--- config.mk ---
export PLATFORM = sky130hd
export DESIGN_NAME = rr_collect_flat
export DESIGN_NICKNAME = d
export VERILOG_FILES = /design/src/rtl/rr_collect_if.sv /design/src/rtl/rr_collect.sv /design/src/flat_wrapper.sv
export SDC_FILE = /design/constraint.sdc
export NUM_CORES = 1
export LEC_CHECK = 0
export CORE_MARGIN = 2
export CORE_UTILIZATION = 40
export CTS_BUF_LIST = sky130_fd_sc_hd__clkbuf_8
export CTS_CLUSTER_SIZE = 16
export DETAILED_ROUTE_END_ITERATION = 8
export GPL_ROUTABILITY_DRIVEN = 0
export HOLD_SLACK_MARGIN = 0.05
export PLACE_DENSITY = 0.61
export SETUP_SLACK_MARGIN = 0.2
export SLEW_MARGIN = 20
export SYNTH_ARGS = -nofsm -noshare
export SYNTH_HDL_FRONTEND = slang
export SYNTH_SLANG_ARGS = --single-unit
--- constraint.sdc ---
create_clock -name clk -period 18.6 [get_ports clk]
set_clock_uncertainty 0.1 [all_clocks]
set_input_delay 3.72 -clock clk [delete_from_list [all_inputs] [get_ports clk]]
set_output_delay 3.72 -clock clk [all_outputs]
set_load 0.01 [all_outputs]
--- src/rtl/rr_collect_if.sv ---
// rr_collect lane-vector input and serial output bundle.
// slave is the collector view; master is the driver/sink view.
interface rr_collect_if #(
  parameter int NUMIN  = 16,
  parameter int DWIDTH = 14,
  parameter int SWIDTH = $clog2(NUMIN)
);
  logic [NUMIN*DWIDTH-1:0] din_vec;
  logic [NUMIN-1:0]        din_vec_v;
  logic [DWIDTH-1:0]       dout;
  logic [SWIDTH-1:0]       dout_sel;
  logic                    dout_v;
  logic                    dout_rdy;

  modport master (
    output din_vec, din_vec_v, dout_rdy,
    input  dout, dout_sel, dout_v
  );

  modport slave (
    input  din_vec, din_vec_v, dout_rdy,
    output dout, dout_sel, dout_v
  );
endinterface

--- src/rtl/rr_collect.sv ---
// Round-robin lane collector: one holding slot per lane, registered output.
// Define RR_COLLECT_DROP_CNT_EN to add the saturating drop_cnt port.
module rr_collect #(
  parameter int NUMIN  = 16,
  parameter int DWIDTH = 14,
  parameter int SWIDTH = $clog2(NUMIN)
) (
  input  logic             clk,
  input  logic             rst_n,
  rr_collect_if.slave      bus,
  output logic [NUMIN-1:0] ovf,
  input  logic             ovf_clr
`ifdef RR_COLLECT_DROP_CNT_EN
  ,
  output logic [15:0]      drop_cnt
`endif
);

  logic [NUMIN-1:0]             full_q, full_d;
  logic [NUMIN-1:0][DWIDTH-1:0] data_q, data_d;
  logic [SWIDTH-1:0]            ptr_q, ptr_d;
  logic [SWIDTH-1:0]            sel_q, sel_d;
  logic [DWIDTH-1:0]            dout_q, dout_d;
  logic                         dv_q, dv_d;
  logic [NUMIN-1:0]             ovf_q, ovf_d;

  logic              out_free;
  logic              gnt_v;
  logic [SWIDTH-1:0] gnt;
  logic [SWIDTH-1:0] off;
  logic [SWIDTH:0]   lsh;
  logic [SWIDTH:0]   gsum;
  logic [NUMIN-1:0]  rot;
  logic [NUMIN-1:0]  drain;
  logic [NUMIN-1:0]  load;
  logic [NUMIN-1:0]  hit;

  // Rotate so bit 0 is the pointer lane, then take the lowest set bit.
  always_comb begin
    out_free = !dv_q || bus.dout_rdy;
    lsh  = (SWIDTH+1)'(NUMIN) - {1'b0, ptr_q};
    rot  = (full_q >> ptr_q) | (full_q << lsh);
    off  = '0;
    for (int k = NUMIN-1; k >= 0; k--) begin
      if (rot[k]) off = SWIDTH'(k);
    end
    gsum = {1'b0, ptr_q} + {1'b0, off};
    if (gsum >= (SWIDTH+1)'(NUMIN))
      gsum = gsum - (SWIDTH+1)'(NUMIN);
    gnt   = gsum[SWIDTH-1:0];
    gnt_v = out_free && (|full_q);
  end

  always_comb begin
    drain  = '0;
    load   = '0;
    hit    = '0;
    full_d = full_q;
    data_d = data_q;
    for (int i = 0; i < NUMIN; i++) begin
      drain[i] = gnt_v && (gnt == SWIDTH'(i));
      load[i]  = bus.din_vec_v[i]
               && (!full_q[i] || drain[i]);
      hit[i]   = bus.din_vec_v[i]
               && full_q[i] && !drain[i];
      full_d[i] = load[i]
                | (full_q[i] & ~drain[i]);
      if (load[i])
        data_d[i] = bus.din_vec[i*DWIDTH +: DWIDTH];
    end
    ovf_d = (ovf_clr ? '0 : ovf_q) | hit;
  end

  always_comb begin
    dout_d = dout_q;
    sel_d  = sel_q;
    dv_d   = dv_q;
    ptr_d  = ptr_q;
    if (out_free) begin
      dv_d = gnt_v;
      if (gnt_v) begin
        dout_d = data_q[gnt];
        sel_d  = gnt;
        if (gnt == SWIDTH'(NUMIN-1))
          ptr_d = '0;
        else
          ptr_d = gnt + 1'b1;
      end
    end
  end

  always_ff @(posedge clk or negedge rst_n) begin
    if (!rst_n) begin
      full_q <= '0;
      data_q <= '0;
      ptr_q  <= '0;
      sel_q  <= '0;
      dout_q <= '0;
      dv_q   <= 1'b0;
      ovf_q  <= '0;
    end else begin
      full_q <= full_d;
      data_q <= data_d;
      ptr_q  <= ptr_d;
      sel_q  <= sel_d;
      dout_q <= dout_d;
      dv_q   <= dv_d;
      ovf_q  <= ovf_d;
    end
  end

  assign bus.dout     = dout_q;
  assign bus.dout_sel = sel_q;
  assign bus.dout_v   = dv_q;
  assign ovf          = ovf_q;

`ifdef RR_COLLECT_DROP_CNT_EN
  logic [15:0]     drop_q, drop_d;
  logic [SWIDTH:0] nhit;
  logic [16:0]     dsum;

  always_comb begin
    nhit = '0;
    for (int i = 0; i < NUMIN; i++)
      nhit = nhit + (SWIDTH+1)'(hit[i]);
    dsum = {1'b0, drop_q} + 17'(nhit);
    if (ovf_clr)
      drop_d = '0;
    else if (dsum[16])
      drop_d = 16'hFFFF;
    else
      drop_d = dsum[15:0];
  end

  always_ff @(posedge clk or negedge rst_n) begin
    if (!rst_n) drop_q <= '0;
    else        drop_q <= drop_d;
  end

  assign drop_cnt = drop_q;
`endif

endmodule

--- src/flat_wrapper.sv ---
// flat-port wrapper written by rule: the top's interface ports become plain ports
module rr_collect_flat 
#(
  parameter int NUMIN  = 16,
  parameter int DWIDTH = 14,
  parameter int SWIDTH = $clog2(NUMIN)
)
  (clk, rst_n, ovf, ovf_clr, bus_din_vec, bus_din_vec_v, bus_dout_rdy, bus_dout, bus_dout_sel, bus_dout_v);
  rr_collect_if #(.NUMIN(NUMIN), .DWIDTH(DWIDTH), .SWIDTH(SWIDTH)) bus_i ();
  input  logic clk;
  input  logic rst_n;
  output logic [NUMIN-1:0] ovf;
  input  logic ovf_clr;
  input wire logic [$bits(bus_i.din_vec)-1:0] bus_din_vec;
  input wire logic [$bits(bus_i.din_vec_v)-1:0] bus_din_vec_v;
  input wire logic [$bits(bus_i.dout_rdy)-1:0] bus_dout_rdy;
  output wire logic [$bits(bus_i.dout)-1:0] bus_dout;
  output wire logic [$bits(bus_i.dout_sel)-1:0] bus_dout_sel;
  output wire logic [$bits(bus_i.dout_v)-1:0] bus_dout_v;
  assign bus_i.din_vec = bus_din_vec;
  assign bus_i.din_vec_v = bus_din_vec_v;
  assign bus_i.dout_rdy = bus_dout_rdy;
  assign bus_dout = bus_i.dout;
  assign bus_dout_sel = bus_i.dout_sel;
  assign bus_dout_v = bus_i.dout_v;
  rr_collect #(.NUMIN(NUMIN), .DWIDTH(DWIDTH), .SWIDTH(SWIDTH)) u_core (.clk(clk), .rst_n(rst_n), .bus(bus_i), .ovf(ovf), .ovf_clr(ovf_clr));
endmodule
Yosys cells after proc, flatten, opt, wreduce, memory -nomap -nowiden
Cells that the tools add are included.

cells by class
  eq/ne operators = 15
  muxes and demuxes = 21
  bitwise operators = 50
  shift operators = 2
  order comparisons = 2
  reduce and logical (&&, ||, !) cells = 118
  add/subtract/negate cells = 4

operators by type and width
  cell                                                                          count
  4-bit 2-to-1 mux                                                              18
  1-bit logical AND                                                             65
  14-bit binary-select mux with 4-bit select                                    1
  1-bit zero test                                                               33
  4-bit equality test, second input constant                                    8
  16-bit OR                                                                     2
  1-bit logical OR                                                              17
  1-bit bitwise AND                                                             16
  4-bit by 3-bit equality test with 1-bit output, second input constant         4
  16-bit 2-to-1 mux                                                             1
  1-bit NOT                                                                     16
  1-bit OR                                                                      16
  16-bit OR reduction                                                           1
  16-bit by 5-bit left shift with 16-bit output                                 1
  16-bit by 4-bit right shift with 16-bit output                                1
  14-bit 2-to-1 mux                                                             1
  4-bit by 2-bit equality test with 1-bit output, second input constant         2
  4-bit by 4-bit adder with 5-bit output                                        1
  5-bit >= comparator, second input constant                                    1
  4-bit by 5-bit less-than comparator with 1-bit output, second input constant  1
  5-bit by 4-bit subtractor with 5-bit output, first input constant             1
  4-bit by 1-bit adder with 4-bit output, second input constant                 1
  4-bit by 1-bit equality test with 1-bit output, second input constant         1
  4-bit zero test                                                               1
  other kinds (2)                                                               2

storage, ports and cells
  output and inout port bits = 35
  flip-flop bits (word level) = 279
  input bits = 244
  word-level logic and storage cells = 234

Depth between registers and ports, before layout
Gate-level depths: netlist of the first run.

  depth in word-level cells = 27
  gate-level depth with buffers = 29
  depth with buffers taken out = 19

Worst setup path before layout of the first run
OpenSTA, ideal clock, no wires.

  path type = register to register
  from = register u_core.ptr_q[1]
  to = register u_core.data_q[116] in the netlist's numbering
  path slack = 12.032 ns
  buffers on the path = 11
  clock period less this slack = 6.568 ns
  stages on the path, launching flop included = 30
  data arrival time = 6.344 ns
  library setup time = 0.125 ns
  required time = 18.375 ns
  path through = dfrtp_1 -> buf_2 -> buf_4 -> buf_2 -> inv_1 -> ha_1 -> buf_6 -> buf_4 -> buf_2 -> mux4_2 -> mux2_2 -> a22oi_1 -> o221ai_1 -> nor3_1 -> nand2b_1 -> a311oi_1 -> o31ai_1 -> a21oi_1 -> fa_1 -> clkbuf_1 -> buf_1 -> clkbuf_1 -> inv_1 -> ha_1 -> and2_0 -> buf_1 -> nand3_1 -> o22ai_1 -> buf_2 -> mux2_2

on the way
  word-level cells in the longest chain between the ends = 26
  elaborated cells between the ends (all ways) = 28
  classes of those cells = add/sub: 3; order compare: 1; eq/ne: 1; shift: 2; mux: 17; bitwise: 1; reduce/logical: 3

RTL lines
  element                                                                                    RTL line                            source
  start, declared                                                                            rr_collect.sv:21                    logic [SWIDTH-1:0] ptr_q, ptr_d;
  start signal, assigned                                                                     rr_collect.sv:104                   ptr_q <= ptr_d;
  5-bit by 4-bit subtractor with 5-bit output                                                rr_collect.sv:41                    lsh = (SWIDTH+1)'(NUMIN) - {1'b0, ptr_q};
  16-bit by 5-bit left shift with 16-bit output                                              rr_collect.sv:42                    rot = (full_q >> ptr_q) | (full_q << lsh);
  16-bit OR                                                                                  rr_collect.sv:42
  4-bit 2-to-1 mux (16 in series)                                                            rr_collect.sv:45                    if (rot[k]) off = SWIDTH'(k);
  4-bit by 4-bit adder with 5-bit output *                                                   rr_collect.sv:47                    gsum = {1'b0, ptr_q} + {1'b0, off};
  4-bit by 1-bit subtractor with 4-bit output / 5-bit >= comparator (equally long branches)  rr_collect.sv:49, rr_collect.sv:48
  4-bit 2-to-1 mux *                                                                         rr_collect.sv:48                    if (gsum >= (SWIDTH+1)'(NUMIN))
  net u_core.gsum[1]                                                                         rr_collect.sv:32                    logic [SWIDTH:0] gsum;
  4-bit equality test *                                                                      rr_collect.sv:61                    drain[i] = gnt_v && (gnt == SWIDTH'(i));
  1-bit logical AND *                                                                        rr_collect.sv:61
  1-bit logical OR *                                                                         rr_collect.sv:63                    && (!full_q[i] || drain[i]);
  1-bit logical AND *                                                                        rr_collect.sv:63
  end signal, assigned                                                                       rr_collect.sv:103                   data_q <= data_d;
  end, declared                                                                              rr_collect.sv:20                    logic [NUMIN-1:0][DWIDTH-1:0] data_q, data_d;

Mark *: on every way through the listed nets, which the timed path passes. The rest lies on a longest branch.
A chain may end at the register's enable or synchronous reset.

Worst setup path in the final report of the first run
  from = register u_core.ptr_q[1]
  to = register u_core.data_q[102] in the netlist's numbering

on the way
  word-level cells in the longest chain between the ends = 26
  elaborated cells between the ends (all ways) = 28
  classes of those cells = add/sub: 3; order compare: 1; eq/ne: 1; shift: 2; mux: 17; bitwise: 1; reduce/logical: 3

RTL lines
  element                                                                                    RTL line
  5-bit by 4-bit subtractor with 5-bit output                                                rr_collect.sv:41
  16-bit by 5-bit left shift with 16-bit output                                              rr_collect.sv:42
  16-bit OR                                                                                  rr_collect.sv:42
  4-bit 2-to-1 mux (16 in series)                                                            rr_collect.sv:45
  4-bit by 4-bit adder with 5-bit output *                                                   rr_collect.sv:47
  4-bit by 1-bit subtractor with 4-bit output / 5-bit >= comparator (equally long branches)  rr_collect.sv:49, rr_collect.sv:48
  4-bit 2-to-1 mux *                                                                         rr_collect.sv:48
  net u_core.gsum[1]                                                                         rr_collect.sv:32
  4-bit by 3-bit equality test with 1-bit output *                                           rr_collect.sv:61
  1-bit logical AND *                                                                        rr_collect.sv:61
  1-bit logical OR *                                                                         rr_collect.sv:63
  1-bit logical AND *                                                                        rr_collect.sv:63

Marked as above.

==> reports/metrics.csv, run 1 <==
metric,value,unit
synth.cell_area,14900,um2
num-nets-final,1606,
post-place-cells,1770,
synth_top_cell_by_area,sky130_fd_sc_hd__dfrtp_1,
num-fill-cells,3194,
std_cell_rows,70,
clk_pin_slew_worst_paths,0.07,ns
worstSkewPairLatency,0.64,ns
ys_seq_area_share,46.9,%
critical_path.max_fanout,61,
crit_path_start_kind,flip-flop,
status,completed,
rsz_0062_raised_after_global_routing,false,
tightest_slew,1.11,ns
max_transition_viols_final,0,
netlist_instances,1103,
netlist_top_cells_area,"sky130_fd_sc_hd__dfrtp_1 (47%), sky130_fd_sc_hd__mux4_2 (12%), sky130_fd_sc_hd__mux2_2 (11%), sky130_fd_sc_hd__mux2_4 (7.1%), sky130_fd_sc_hd__mux2i_1 (2.4%)",
mostFrequentLayoutCell,sky130_fd_sc_hd__dfrtp_1,
yosysWarningCount,0,
dpl_worst_slack,10.82,ns
tritoncts.num_buffers,49,
synth.avg_cell_area,13.5,um2
maximum_achievable_frequency,126,MHz
asyncSetResetFlopFracSynth,100,%
worstPathRequired,19.00,ns
final_hold_vio_count,0,
finalNonFillerCells,1864,
min_path_type,flip-flop to flip-flop,
final_cell_mix,"sky130_fd_sc_hd__dfrtp_1 (278), sky130_fd_sc_hd__clkdlybuf4s50_1 (277), sky130_fd_sc_hd__mux2_2 (152)",
relSlewSlack,25.7,%
drive_above_1_share,30.5,%
global_route.overflow_total,0,
dp_hpwl,32500,um
cell_variety_after_synth,66,
synth_flop_cell,sky130_fd_sc_hd__dfrtp_1,
layout-area-overhead-vs-synth,27.7,%
crit_path_end_kind,flip-flop,
core_region_area,36600,um2
ctsRootBufferMaster,sky130_fd_sc_hd__clkbuf_8,
cts_repair_resize_count,0,
yosys.area.top_type_share,46.9,%
startpoint_of_the_tightest_hold_check_path,u_core.data_q[30],
initial_standard_cell_utilization_of_the_core,40.7,%
globalRouteTotalUtil,23.5,%
p_leak,7.80,nW
power.density,218,nW/um2
peakVddDrop,0.000213,V
finalWorstSetupSlack,10.68,ns
final_total_negative_setup_slack,0,ns
initialDrtViolationCount,929,
io_buffer_count,278,
worst_r2r_startpoint,u_core.ptr_q[1],
design.portCount,279,
dieArea,38800,um2
drtPass1Iterations,5,
finalSetupViolCount,0,
routed_via_density,5.64,
totalWireLength,45100,um
fin_util,52.0,%
chipWidth,197,um
detail_route.drc_violations,0,
cts_post_setup_buffers_inserted,0,
cap_violations,0,
tritoncts,built,
synthesis.nets,1356,
number_of_global_route_vias_before_repair,10900,
cts-hold-fix-buffers,0,
worst_setup_path_startpoint,u_core.ptr_q[1],
grt_antenna_before_repair,3,
synth_seq_cells,279,
timing.final.crit_share,42.6,%
largest_buffer_count_on_any_clock_path,3,
critPathKind,flip-flop to flip-flop,
dieHeight,197,um
synth-edff-count,0,
htreeDepth,2,
arrival,8.33,ns
first_pass_grt_wire_length,67600,um
detail_route.wl_per_cell,24.2,um
post_route_minimum_period,7.92,ns
antenna_violating_nets_post_route,0,
detailroute.via_count,10500,
cts.sinks,279,
largest_net_degree_at_the_start_of_global_routing,126,
## worst max-delay path, cell delays in order, from the launching register on
cell and delay (ns):
sky130_fd_sc_hd__dfrtp_1 0.33, sky130_fd_sc_hd__buf_4 0.34, sky130_fd_sc_hd__inv_1 0.11, sky130_fd_sc_hd__ha_1 0.96, sky130_fd_sc_hd__mux2i_2 0.40, sky130_fd_sc_hd__mux2i_1 0.23, sky130_fd_sc_hd__mux2_2 0.34, sky130_fd_sc_hd__a211o_1 0.28
sky130_fd_sc_hd__nor3_1 0.49, sky130_fd_sc_hd__nand2b_1 0.18, sky130_fd_sc_hd__a311oi_1 0.09, sky130_fd_sc_hd__o31ai_1 0.23, sky130_fd_sc_hd__a21oi_1 0.14, sky130_fd_sc_hd__fa_4 1.44, sky130_fd_sc_hd__ha_1 0.36, sky130_fd_sc_hd__and2_1 0.34
sky130_fd_sc_hd__nand3_1 0.14, sky130_fd_sc_hd__o22ai_2 0.71, sky130_fd_sc_hd__mux2_2 0.42
## cells in the mapped netlist, types with 4 or more instances
cell type,n
sky130_fd_sc_hd__mux2_4,70
sky130_fd_sc_hd__buf_1,8
sky130_fd_sc_hd__nor2_1,29
sky130_fd_sc_hd__o22ai_1,14
sky130_fd_sc_hd__o311ai_0,5
sky130_fd_sc_hd__o22ai_2,7
sky130_fd_sc_hd__nor4_1,5
sky130_fd_sc_hd__mux2_1,10
sky130_fd_sc_hd__nor3_1,19
sky130_fd_sc_hd__buf_2,19
sky130_fd_sc_hd__buf_4,4
sky130_fd_sc_hd__nand2_1,74
sky130_fd_sc_hd__a221o_1,19
sky130_fd_sc_hd__a221oi_1,5
sky130_fd_sc_hd__inv_1,38
sky130_fd_sc_hd__clkbuf_1,45
sky130_fd_sc_hd__nand3_1,18
sky130_fd_sc_hd__mux2_2,152
sky130_fd_sc_hd__a31oi_1,5
sky130_fd_sc_hd__dfrtp_1,279
sky130_fd_sc_hd__ha_1,8
sky130_fd_sc_hd__o31ai_1,7
sky130_fd_sc_hd__mux4_2,79
sky130_fd_sc_hd__buf_6,13
sky130_fd_sc_hd__a21oi_1,31
sky130_fd_sc_hd__and2_1,5
sky130_fd_sc_hd__xnor2_1,5
sky130_fd_sc_hd__mux2i_1,36
sky130_fd_sc_hd__o21ai_0,26
sky130_fd_sc_hd__nand2b_1,7
sky130_fd_sc_hd__o22ai_4,8
## metrics by stage
stage | hold slack, ns | total power, mW | instance area [um2]
floorplan | 0.352 | 2.85 | 14900
global placement | 0.369 | 3.53 | 18000
detailed placement | 0.372 | 3.55 | 18000
CTS | 0.386 | 4.17 | 19000
global route | 0.397 | 4.38 | 19000
finish | 0.383 | 4.14 | 19000
## where the power goes
part	switching, mW	internal, mW
sequential	0.187	0.900
clock	0.275	0.331
combinational	1.22	1.23
total	1.68	2.46
## per-layer routing
| metal | global-route usage (%) | wire, um | up-vias |
|---|---|---|---|
| met2 | 38.5 | 22100 | 415 |
| li1 | - | - | 4639 |
| met4 | 7.99 | 1230 | 0 |
| met5 | 0 | 0 | - |
| met1 | 30.9 | 18600 | 5374 |
| met3 | 5.27 | 3230 | 82 |
## path summary, 6_finish.rpt
path	to	cells after the start	slack, ns
worst max-delay path	u_core.data_q[102]	18	10.68
worst min-delay path	u_core.data_q[30]	1	0.38
worst max register to register	u_core.data_q[102]	18	10.68
worst min register to register	u_core.data_q[30]	1	0.38
max in group asynchronous	u_core.data_q[98]	3	13.01
min in group asynchronous	u_core.data_q[105]	1	3.08
## sequential cells by signal (all words and copies together) (netlist names)
name / count
u_core.bus.dout: 14
u_core.bus.dout_sel: 4
u_core.bus.dout_v: 1
u_core.data_q: 224
u_core.full_q: 16
u_core.ovf: 16
u_core.ptr_q: 4
## cell type report
type	instances	area [um2]	area share, %
Multi-Input combinational cell	695	7380	38.8
Sequential cell	279	6980	36.7
Timing Repair Buffer	288	2870	15.1
Clock buffer	62	853	4.49
Tap cell	468	586	3.08
Clock inverter	28	196	1.03
Inverter	40	150	0.789
Antenna cell	4	10.0	0.0526
## cells by family (layout without fill, tap and decap cells)
family                     count (synthesis)  after routing  share of synthesized area (%)
xor gates and xnor gates                   9              9                          0.655
AOI/OAI and AO/OA                        157            157                           8.42
and+or+nand+nor                          172            172                           5.34
buffers and inverters                    129            418                           4.17
adders and majority gates                  9              9                          0.806
other                                      0              4                              0
muxes                                    348            348                           33.8
DFF                                      279            279                           46.9
Power figures use the tool's default switching activity.
==> inputs of run 2 (changes only) <==
Clock period 18.6 ns to 8.2 ns, I/O delays scaled along.
==> run 2 against run 1 <==
  * Hold slack gained 0.0051 ns
  * Critical path type unchanged
  * Wire length shrank 1.2%
  * Critical endpoint is now u_core.data_q[169]
  * Largest cell class unchanged
  * Maximum frequency grew 15%
  * Setup slack lost 9.4 ns
==> reports/metrics.csv, run 2 (synthesis results as in run 1) <==
metric,value,unit,change
status,completed,,
crit_path_start_kind,flip-flop,,
number_of_global_route_vias_before_repair,11000,,+0.35%
cts_post_setup_buffers_inserted,0,,unchanged
chipWidth,197,um,unchanged
layout-area-overhead-vs-synth,28.0,%,
finalNonFillerCells,1873,,+0.48%
num-nets-final,1625,,+1.2%
dieArea,38800,um2,unchanged
final_cell_mix,"sky130_fd_sc_hd__dfrtp_1 (278), sky130_fd_sc_hd__clkdlybuf4s50_1 (277), sky130_fd_sc_hd__mux2_2 (152)",,
cts-hold-fix-buffers,0,,unchanged
first_pass_grt_wire_length,67400,um,-0.32%
cap_violations,0,,unchanged
tritoncts.num_buffers,49,,unchanged
globalRouteTotalUtil,23.1,%,-0.37 points
post-place-cells,1788,,+1.0%
dp_hpwl,32400,um,-0.36%
final_total_negative_setup_slack,0,ns,unchanged
ctsRootBufferMaster,sky130_fd_sc_hd__clkbuf_8,,
global_route.overflow_total,0,,unchanged
routed_via_density,5.57,,-1.2%
max_transition_viols_final,0,,unchanged
critical_path.top_delay_family,adder cells,,
design.portCount,279,,unchanged
drive_above_1_share,30.6,%,+0.12 points
tightest_slew,1.00,ns,-0.113 ns
worst_path_max_delay_cell,sky130_fd_sc_hd__fa_4,,
post_route_minimum_period,6.88,ns,-1.05 ns
power.density,488,nW/um2,+120%
core_region_area,36600,um2,unchanged
worstPathRequired,8.52,ns,-10.48 ns
p_leak,7.86,nW,+0.81%
dpl_worst_slack,1.42,ns,-9.39 ns
mostFrequentLayoutCell,sky130_fd_sc_hd__dfrtp_1,,
critPathKind,flip-flop to flip-flop,,
initialDrtViolationCount,793,,-15%
io_buffer_count,278,,unchanged
initial_standard_cell_utilization_of_the_core,40.7,%,unchanged
cts.sinks,279,,unchanged
crit_path_end_kind,flip-flop,,
timing.critical_path.slowest_cell_delay,0.93,ns,-0.51 ns
critical_path.max_fanout,30,,-51%
timing.final.crit_share,83.9,%,+41 points
maximum_achievable_frequency,145,MHz,+15%
largest_register_ff_count,224,,unchanged
largest_net_degree_at_the_start_of_global_routing,151,,+20%
grt_antenna_before_repair,3,,unchanged
cts_repair_resize_count,0,,unchanged
detailroute.via_count,10400,,-0.70%
largest_buffer_count_on_any_clock_path,3,,unchanged
relSlewSlack,33.2,%,+7.6 points
detail_route.wl_per_cell,23.8,um,-1.7%
worstSkewPairLatency,0.56,ns,-0.08 ns
rsz_0062_raised_after_global_routing,false,,
drtPass1Iterations,5,,unchanged
crit_path_cell_trace,clkinv_1 -> ha_1 -> buf_4 -> mux4_2 -> and2_1 -> a311oi_1 -> o221ai_1 -> nor3_1 -> nand2b_1 -> a311oi_1 -> o31ai_1 -> a21oi_1 -> fa_4 -> inv_1 -> ha_1 -> and2_0 -> nand3_1 -> o22ai_4 -> buf_4 -> mux2_2,,
dieHeight,197,um,unchanged
peakVddDrop,0.000481,V,+130%
critical_path.n_buffers_inverters,4,,+2
largest_register,u_core.data_q,,
htreeDepth,2,,unchanged
totalWireLength,44600,um,-1.2%
finalSetupViolCount,0,,unchanged
finalWorstSetupSlack,1.32,ns,-9.35 ns
min_path_type,flip-flop to flip-flop,,
detail_route.drc_violations,0,,unchanged
antenna_violating_nets_post_route,0,,unchanged
std_cell_rows,70,,unchanged
arrival,7.20,ns,-1.13 ns
clk_pin_slew_worst_paths,0.06,ns,about the same
final_hold_vio_count,0,,unchanged
tritoncts,built,,
## run 2: cell count changes in the layout (fill, tap and decap cells not counted), moves of 2 or more
cell | before | now
sky130_fd_sc_hd__buf_4 | 9 | 27
sky130_fd_sc_hd__clkinv_2 | 14 | 6
sky130_fd_sc_hd__inv_1 | 47 | 52
sky130_fd_sc_hd__clkbuf_8 | 62 | 59
sky130_fd_sc_hd__diode_2 | 4 | 2
## run 2: final timing paths
| kind | from | to | slack (ns) | depth (start not counted) |
|---|---|---|---|---|
| min in group asynchronous | rst_n | u_core.data_q[107] | 0.88 | 1 |
| max reg2reg | u_core.ptr_q[0] | u_core.data_q[169] | 1.32 | 20 |
| max in group asynchronous | rst_n | u_core.data_q[169] | 5.95 | 2 |
| min reg2reg | u_core.bus.dout_sel[0] | u_core.bus.dout_sel[0] | 0.39 | 2 |
| min | u_core.bus.dout_sel[0] | u_core.bus.dout_sel[0] | 0.39 | 2 |
| max | u_core.ptr_q[0] | u_core.data_q[169] | 1.32 | 20 |
## run 2: through the flow
| step | cell area [um2] | util (%) | total power [mW] | hold slack, ns |
|---|---|---|---|---|
| after CTS | 19000 | 52.0 | 9.38 | 0.387 |
| after global placement | 18100 | 49.4 | 8.04 | 0.366 |
| after floorplan | 14900 | - | 6.46 | 0.352 |
| after global routing | 19100 | 52.1 | 9.89 | 0.395 |
| final | 19100 | 52.1 | 9.31 | 0.388 |
| after detailed placement | 18100 | 49.4 | 8.11 | 0.374 |
## run 2: layer usage
metal	vias up	global-route usage [%]	share of wire [%]
li1	4672	-	-
met1	5323	30.8	42
met2	373	38.6	49
met3	66	4.81	6.6
met4	2	5.85	1.9
met5	-	0	0.025
## run 2: worst reg2reg max path, stage by stage (launching register included)
cell and delay (ns):
sky130_fd_sc_hd__dfrtp_2 0.35, sky130_fd_sc_hd__clkinv_1 0.21, sky130_fd_sc_hd__ha_1 0.61, sky130_fd_sc_hd__buf_4 0.31, sky130_fd_sc_hd__mux4_2 0.58, sky130_fd_sc_hd__and2_1 0.18
sky130_fd_sc_hd__a311oi_1 0.21, sky130_fd_sc_hd__o221ai_1 0.21, sky130_fd_sc_hd__nor3_1 0.46, sky130_fd_sc_hd__nand2b_1 0.11, sky130_fd_sc_hd__a311oi_1 0.31, sky130_fd_sc_hd__o31ai_1 0.10
sky130_fd_sc_hd__a21oi_1 0.24, sky130_fd_sc_hd__fa_4 0.93, sky130_fd_sc_hd__inv_1 0.24, sky130_fd_sc_hd__ha_1 0.19, sky130_fd_sc_hd__and2_0 0.39, sky130_fd_sc_hd__nand3_1 0.19
sky130_fd_sc_hd__o22ai_4 0.14, sky130_fd_sc_hd__buf_4 0.31, sky130_fd_sc_hd__mux2_2 0.38
## run 2: layout make-up
type / count / area, um2
fillers: 3154 / 17500
multi-input cells: 695 / 7370
flip-flops and latches: 279 / 6980
repair buffers: 307 / 3040
clock buffers: 59 / 812
well taps: 468 / 586
inverters: 40 / 150
clock inverters: 23 / 129
diodes: 2 / 5.00
## run 2: where the power goes
group          internal, mW  switching, mW  leakage (nW)  total, mW
Clock                 0.678          0.572         0.541       1.25
Sequential             2.04          0.434          3.34       2.48
Combinational          2.83           2.76          3.98       5.58
Total                  5.55           3.76          7.86       9.31
